===== src/rtl/ahb_lite_master.sv =====
// AHB-Lite single-transfer initiator.
// Converts a valid/ready request port into pipelined AHB SINGLE transfers
// (one address phase overlapping one data phase) and returns one response
// pulse per transfer.
// Optional build macro: AHB_MST_ERR_CANCEL_EN -- when defined, an address
// phase pending during an ERROR response is dropped and answered with its own
// error response instead of being issued on the bus.
module ahb_lite_master #(
    parameter logic [3:0] HPROT_VAL = 4'b0011
) (
    input  logic        hclk,
    input  logic        hreset_n,
    // Request port
    input  logic        req_valid,
    output logic        req_ready,
    input  logic        req_write,
    input  logic [2:0]  req_size,
    input  logic [31:0] req_addr,
    input  logic [31:0] req_wdata,
    // Response port
    output logic        rsp_valid,
    output logic [31:0] rsp_rdata,
    output logic        rsp_err,
    // AHB-Lite master interface
    output logic [1:0]  htrans,
    output logic [31:0] haddr,
    output logic        hwrite,
    output logic [2:0]  hsize,
    output logic [2:0]  hburst,
    output logic [3:0]  hprot,
    output logic [31:0] hwdata,
    input  logic [31:0] hrdata,
    input  logic        hready,
    input  logic        hresp
);

    localparam logic [1:0] HtransIdle   = 2'b00;
    localparam logic [1:0] HtransNonseq = 2'b10;

    logic [1:0]  htrans_q, htrans_d;
    logic [31:0] haddr_q, haddr_d;
    logic        hwrite_q, hwrite_d;
    logic [2:0]  hsize_q, hsize_d;
    logic [31:0] hwdata_q, hwdata_d;
    logic [31:0] wdata_q, wdata_d;
    logic        dphase_q, dphase_d;
    logic        dwrite_q, dwrite_d;
    logic        err_hold_q, err_hold_d;
    logic        rsp_valid_q, rsp_valid_d;
    logic [31:0] rsp_rdata_q, rsp_rdata_d;
    logic        rsp_err_q, rsp_err_d;
`ifdef AHB_MST_ERR_CANCEL_EN
    logic        cancel_pend_q, cancel_pend_d;
`endif

    logic accept;
    logic aphase_done;
    logic dphase_done;
    logic err_first;

    // Request handshake and phase-completion qualifiers.
    always_comb begin
        req_ready   = ((htrans_q == HtransIdle) | hready) & ~err_hold_q;
        accept      = req_valid & req_ready;
        aphase_done = hready & (htrans_q == HtransNonseq);
        dphase_done = hready & dphase_q;
        // First cycle of the two-cycle ERROR response.
        err_first   = dphase_q & ~hready & hresp;
    end

    // Next-state for the address phase, data phase and response registers.
    always_comb begin
        htrans_d    = htrans_q;
        haddr_d     = haddr_q;
        hwrite_d    = hwrite_q;
        hsize_d     = hsize_q;
        hwdata_d    = hwdata_q;
        wdata_d     = wdata_q;
        dphase_d    = dphase_q;
        dwrite_d    = dwrite_q;
        err_hold_d  = err_hold_q;
        rsp_valid_d = 1'b0;
        rsp_rdata_d = rsp_rdata_q;
        rsp_err_d   = rsp_err_q;
`ifdef AHB_MST_ERR_CANCEL_EN
        cancel_pend_d = cancel_pend_q;
`endif

        if (accept) begin
            htrans_d = HtransNonseq;
            haddr_d  = req_addr;
            hwrite_d = req_write;
            hsize_d  = req_size;
            wdata_d  = req_wdata;
        end else if (aphase_done) begin
            htrans_d = HtransIdle;
        end

        // Address phase moves into the data phase; a completing data phase
        // in the same cycle is simply replaced.
        if (aphase_done) begin
            dphase_d = 1'b1;
            dwrite_d = hwrite_q;
            hwdata_d = wdata_q;
        end else if (dphase_done) begin
            dphase_d = 1'b0;
        end

        if (dphase_done) begin
            rsp_valid_d = 1'b1;
            rsp_err_d   = hresp;
            if (!dwrite_q) begin
                rsp_rdata_d = hrdata;
            end
        end

        // Block new requests between the two ERROR cycles.
        if (err_first) begin
            err_hold_d = 1'b1;
        end else if (dphase_done) begin
            err_hold_d = 1'b0;
        end

`ifdef AHB_MST_ERR_CANCEL_EN
        // hready is low here, so no accept or phase completion can collide.
        if (err_first && (htrans_q == HtransNonseq)) begin
            htrans_d      = HtransIdle;
            cancel_pend_d = 1'b1;
        end
        // Dropped request answers one cycle after the errored response.
        if (cancel_pend_q && !dphase_q) begin
            rsp_valid_d   = 1'b1;
            rsp_err_d     = 1'b1;
            cancel_pend_d = 1'b0;
        end
`endif
    end

    // State registers with asynchronous active-low reset.
    always_ff @(posedge hclk or negedge hreset_n) begin
        if (!hreset_n) begin
            htrans_q    <= HtransIdle;
            haddr_q     <= '0;
            hwrite_q    <= 1'b0;
            hsize_q     <= '0;
            hwdata_q    <= '0;
            wdata_q     <= '0;
            dphase_q    <= 1'b0;
            dwrite_q    <= 1'b0;
            err_hold_q  <= 1'b0;
            rsp_valid_q <= 1'b0;
            rsp_rdata_q <= '0;
            rsp_err_q   <= 1'b0;
`ifdef AHB_MST_ERR_CANCEL_EN
            cancel_pend_q <= 1'b0;
`endif
        end else begin
            htrans_q    <= htrans_d;
            haddr_q     <= haddr_d;
            hwrite_q    <= hwrite_d;
            hsize_q     <= hsize_d;
            hwdata_q    <= hwdata_d;
            wdata_q     <= wdata_d;
            dphase_q    <= dphase_d;
            dwrite_q    <= dwrite_d;
            err_hold_q  <= err_hold_d;
            rsp_valid_q <= rsp_valid_d;
            rsp_rdata_q <= rsp_rdata_d;
            rsp_err_q   <= rsp_err_d;
`ifdef AHB_MST_ERR_CANCEL_EN
            cancel_pend_q <= cancel_pend_d;
`endif
        end
    end

    assign htrans    = htrans_q;
    assign haddr     = haddr_q;
    assign hwrite    = hwrite_q;
    assign hsize     = hsize_q;
    assign hburst    = 3'b000;
    assign hprot     = HPROT_VAL;
    assign hwdata    = hwdata_q;
    assign rsp_valid = rsp_valid_q;
    assign rsp_rdata = rsp_rdata_q;
    assign rsp_err   = rsp_err_q;

endmodule


===== config.mk =====
export PLATFORM = sky130hd
export DESIGN_NAME = ahb_lite_master
export DESIGN_NICKNAME = d
export VERILOG_FILES = /design/src/rtl/ahb_lite_master.sv
export SDC_FILE = /design/constraint.sdc
export NUM_CORES = 1
export LEC_CHECK = 0
export ABC_AREA = 1
export CAP_MARGIN = 5
export CORE_MARGIN = 3
export CORE_UTILIZATION = 47
export DETAILED_ROUTE_END_ITERATION = 16
export PLACE_DENSITY = 0.95
export SLEW_MARGIN = 20
export SYNTH_ARGS = -nofsm -noshare
export SYNTH_HDL_FRONTEND = slang
export SYNTH_SLANG_ARGS = --single-unit

===== constraint.sdc =====
create_clock -name hclk -period 3.2 [get_ports hclk]
set_input_delay 0.32 -clock hclk [delete_from_list [all_inputs] [get_ports hclk]]
set_output_delay 0.32 -clock hclk [all_outputs]
set_load 0.02 [all_outputs]

# --- After elaboration in Yosys (flattened, before gate mapping) ---
# Index checks and enable logic that the tools add are counted.
word_totals:
  register_bits: 139
  in_bits: 105
  output_inout_bits: 112
  wordCells: 34
op_classes:
  n_eq_ne: 1
  n_mux: 6
  bitwise: 10
  n_reduce_logical: 5
ops:
  columns: ["cell", "count"]
  rows:
  - ["bitwise AND 1 bit", 6]
  - ["nonzero test 2 bit", 3]
  - ["2-to-1 mux 1 bit", 4]
  - ["2-to-1 mux 2 bit", 2]
  - ["inverter 1 bit", 3]
  - ["equality test 2 bit (second input constant)", 1]
  - ["zero test 2 bit", 1]
  - ["AND reduction 2 bit", 1]
  - ["bitwise OR 1 bit", 1]

# --- Depth between registers and ports, before layout ---
logic_depth:
  ltp_word: 5
  depth_mapped: 8
  ltp_nobuf: 5

# --- Worst setup path before layout ---
# OpenSTA, ideal clock, no wires.
synth_path:
  path_type: "register to output"
  from: "register htrans_q[1], in the netlist htrans[1]"
  to: "output req_ready"
  t_arrival_ns: 1.220
  path_slack_ns: 1.660
  path_stages_with_launch: 4
  n_path_buf: 2
  path_cell_list: "dfrtp_1 -> buf_2 -> buf_1 -> a21oi_1"
synth_via:
  elab_chain_len: 3
synth_rtl:
  columns: ["item", "line_no", "text"]
  rows:
  - ["start, declared", "40", "logic [1:0] htrans_q, htrans_d;"]
  - ["start signal, assigned", "142", "htrans_q <= HtransIdle;"]
  - ["start signal, assigned", "158", "htrans_q <= htrans_d;"]
  - ["zero test 2 bit", "63", "req_ready = ((htrans_q == HtransIdle) | hready) & ~err_hold_q;"]
  - ["bitwise OR 1 bit", "63", null]
  - ["bitwise AND 1 bit", "63", null]
  - ["end, declared", "15", "output logic req_ready,"]
# No other way between the ends.

# --- Final worst setup path ---
layout_path:
  from: "input hready"
  to: "output req_ready"
layout_via:
  elab_chain_len: 2
layout_rtl:
  columns: ["item", "line_no", "text"]
  rows:
  - ["start, declared", "33", "input logic hready,"]
  - ["bitwise OR 1 bit", "63", null]
  - ["bitwise AND 1 bit", "63", null]
# No other way between the ends.

==> impl_metrics.toml <==
[yosys]
synth_area_leaders = "dfrtp_1 (62%), nand2_1 (19%), nand4_1 (7.6%), nand3_1 (3.0%), o21ai_0 (2.9%)"
ys_ff_latch = 138
synth.distinct_cells = 18
netlist_area_mm2 = 0.005594
postSynthAreaPerCell_um2 = 9.096
synth-seq-area-share_pct = 61.73
ys_warn_count = 0
netlist_instances = 615
synth_top_cell_area_share_pct = 61.73
synth_top_area_cell = "dfrtp_1"

[clock_network]
cts_tree = "built"
cts_root_buf = "clkbuf_16"
post_cts_buffers = 0
cts_resized = 0
ctsHtreeMaxLevel = 4
cts.path.max_buffers = 2
clock_latency_ps = 400
clkSinkCount = 138
clkTransAtPathRegs_ps = 60
cts.hold.buffers_added = 0
cts_buffers = 17

[drt]
wire_per_inst_um = 16.49
viasPerCell = 5.238
ant_nets = 0
finalWirelength_mm = 15.81
drc_errors = 0
drt_iter0_drc = 468
drtPass1Iterations = 6
vias = 5023

[global_route]
antenna_found_initial = 0
grt_pass1_vias = 5064
grt_use_total_pct = 24.13
grt_overflow_total = 0
grt_max_degree = 88
grt_pass1_wl_mm = 25.19

[timing]
slew_violations = 0
hold_viol = 25
tns_ps = 0
fmax_mhz = 449.5
setup_viol = 0
rsz0062_at_grt = "false"
clock-skew-final_ps = 9.342
fin_crit_ps = 2225
hold_slack_ps = -26.24
finalCritPeriodShare_pct = 69.52
worst_pin_slew_ps = 809.4
max_slew_margin_pct = 46.04

[worst_setup_path]
crit_arrival_ps = 1900
r2r-start = "htrans[1]"
critical_path.slowest_cell = "clkdlybuf4s50_1"
cp.required_ps = 2880
cpPeakStageDelay_ps = 640
cp-end-kind = "primary output"
reg2reg_depth = 5
startpoint_type = "input port"
crit_fanout = 13
cp_cell_sequence = "clkdlybuf4s50_1, buf_4, inv_2, a21oi_1, clkdlybuf4s50_1"
critical_path_class = "input port to primary output"
path_common_cell = "clkdlybuf4s50_1"
startpoint = "hready"

[outcome]
status = "finished with violations"
violations = "negative hold slack"

[power]
p_leak_nw = 4.226
irDropWorstVdd_uv = 323.2
power.density_cell_area_mw_per_mm2 = 461.6

[floorplan]
rows = 39
fp.dieH_um = 115.1
die_w_um = 115.1
core_mm2 = 0.01152
dieArea_mm2 = 0.01325
ios = 217
initial_core_util_pct = 48.58

[cells_and_area]
drive_gt1_share_pct = 6.250
final_util_pct = 71.78
n_antenna_cell = 0
area_delta_synth_final_pct = 47.77
fill_cells = 825
nets = 908

[placed_design]
port_buffers = 208
dp.final_hpwl_mm = 10.39
gp_congestion = 0.7935

[hold_path]
hp-class = "input port to async pin"

[run]
drv_cap = 0
-- state kept, by name, indices dropped and copies added, names as in the netlist, 3 cells and up --
| name | count |
|---|---|
| wdata_q | 32 |
| hsize | 3 |
| hwdata | 32 |
| haddr | 32 |
| rsp_rdata | 32 |
-- layer usage --
| metal | part of all wire, % | global-route usage, % | vias up |
|---|---|---|---|
| met5 | 0 | 0 | - |
| met4 | 1.8 | 7.277 | 0 |
| met3 | 7.1 | 6.789 | 26 |
| met2 | 51 | 41.47 | 212 |
| met1 | 40 | 29.71 | 2401 |
| li1 | - | - | 2384 |
-- power breakdown --
group,internal (mW),switching (mW)
clock network,1.12,0.752
logic,0.115,0.0852
registers,1.75,0
total,2.98,0.837
-- through the flow --
| step | power (mW) | cells | cell area (um2) | worst slack, ps |
|---|---|---|---|---|
| 2_1_floorplan | 1.813 | 621 | 5617 | 1660 |
| 3_3_place_gp | 1.976 | 927 | 7696 | 983.8 |
| 3_5_place_dp | 1.977 | 927 | 7696 | 942.7 |
| 4_1_cts | 3.843 | 959 | 8267 | 936.6 |
| 5_1_grt | 3.943 | 959 | 8267 | 910.2 |
| 6_report | 3.816 | 959 | 8267 | 975.5 |
-- cell type report --
| cell class | count | area [um2] | share of cell area [%] |
|---|---|---|---|
| timing repair buffer | 220 | 2193 | 26.53 |
| tap | 143 | 178.9 | 2.164 |
| clock buffer | 20 | 456.7 | 5.524 |
| multi-input combinational | 422 | 1856 | 22.45 |
| sequential | 138 | 3453 | 41.77 |
| inverter | 4 | 15.01 | 0.1816 |
| clock inverter | 12 | 113.9 | 1.377 |
-- cell usage after synthesis (all sizes together) --
cell type and count:
nand2 278, dfrtp 138, nand4 68, buf 37, nand3 34, o21ai 32, clkbuf 20, inv 4
conb 2, a21oi 1, nor2 1
-- final timing paths --
| check | to | slack, ps |
|---|---|---|
| min in group hclk | rsp_rdata[22] | 460 |
| worst max register to register | haddr[14] | 1340 |
| max in group asynchronous | haddr[10] | 2460 |
| worst min register to register | hwdata[21] | 470 |
| worst max-delay path | req_ready | 980 |
| worst min-delay path | hwdata[12] | -30 |
-- layout by cell type, fill, tap and decap left out --
cell type          n
clkdlybuf4s50_1  206
buf_4             10
buf_2              1
clkinvlp_4         4
clkinv_2           2
nand2_2            1
clkbuf_16         17
nand4_1           68
bufinv_16          1
inv_2              2
inv_1              2
clkinv_4           1
a21oi_1            1
inv_6              4
nand3_2            1
dfrtp_1          138
clkbuf_8           2
nand3_1           33
conb_1             8
buf_6              1
o21ai_0           32
nand2_1          276
buf_12             2
nor2_2             1
clkbuf_1           1
nand2_4            1
-- cells by family (layout without fill, tap and decap cells) --
| kind of cell | after synthesis | in the layout | synth area share [%] |
|---|---|---|---|
| flip-flops | 138 | 138 | 61.73 |
| other | 2 | 8 | 0.1342 |
| AND/OR/NAND/NOR | 381 | 381 | 29.68 |
| buffers and inverters | 61 | 256 | 5.502 |
| AO/OA/AOI/OAI | 33 | 33 | 2.952 |
-- worst max-delay path, delay by kind of cell --
family | cells | cell delay, ps
AOI/OAI and AO/OA | 1 | 190
buffers and inverters | 4 | 1400
(Power assumes the default switching activity.)
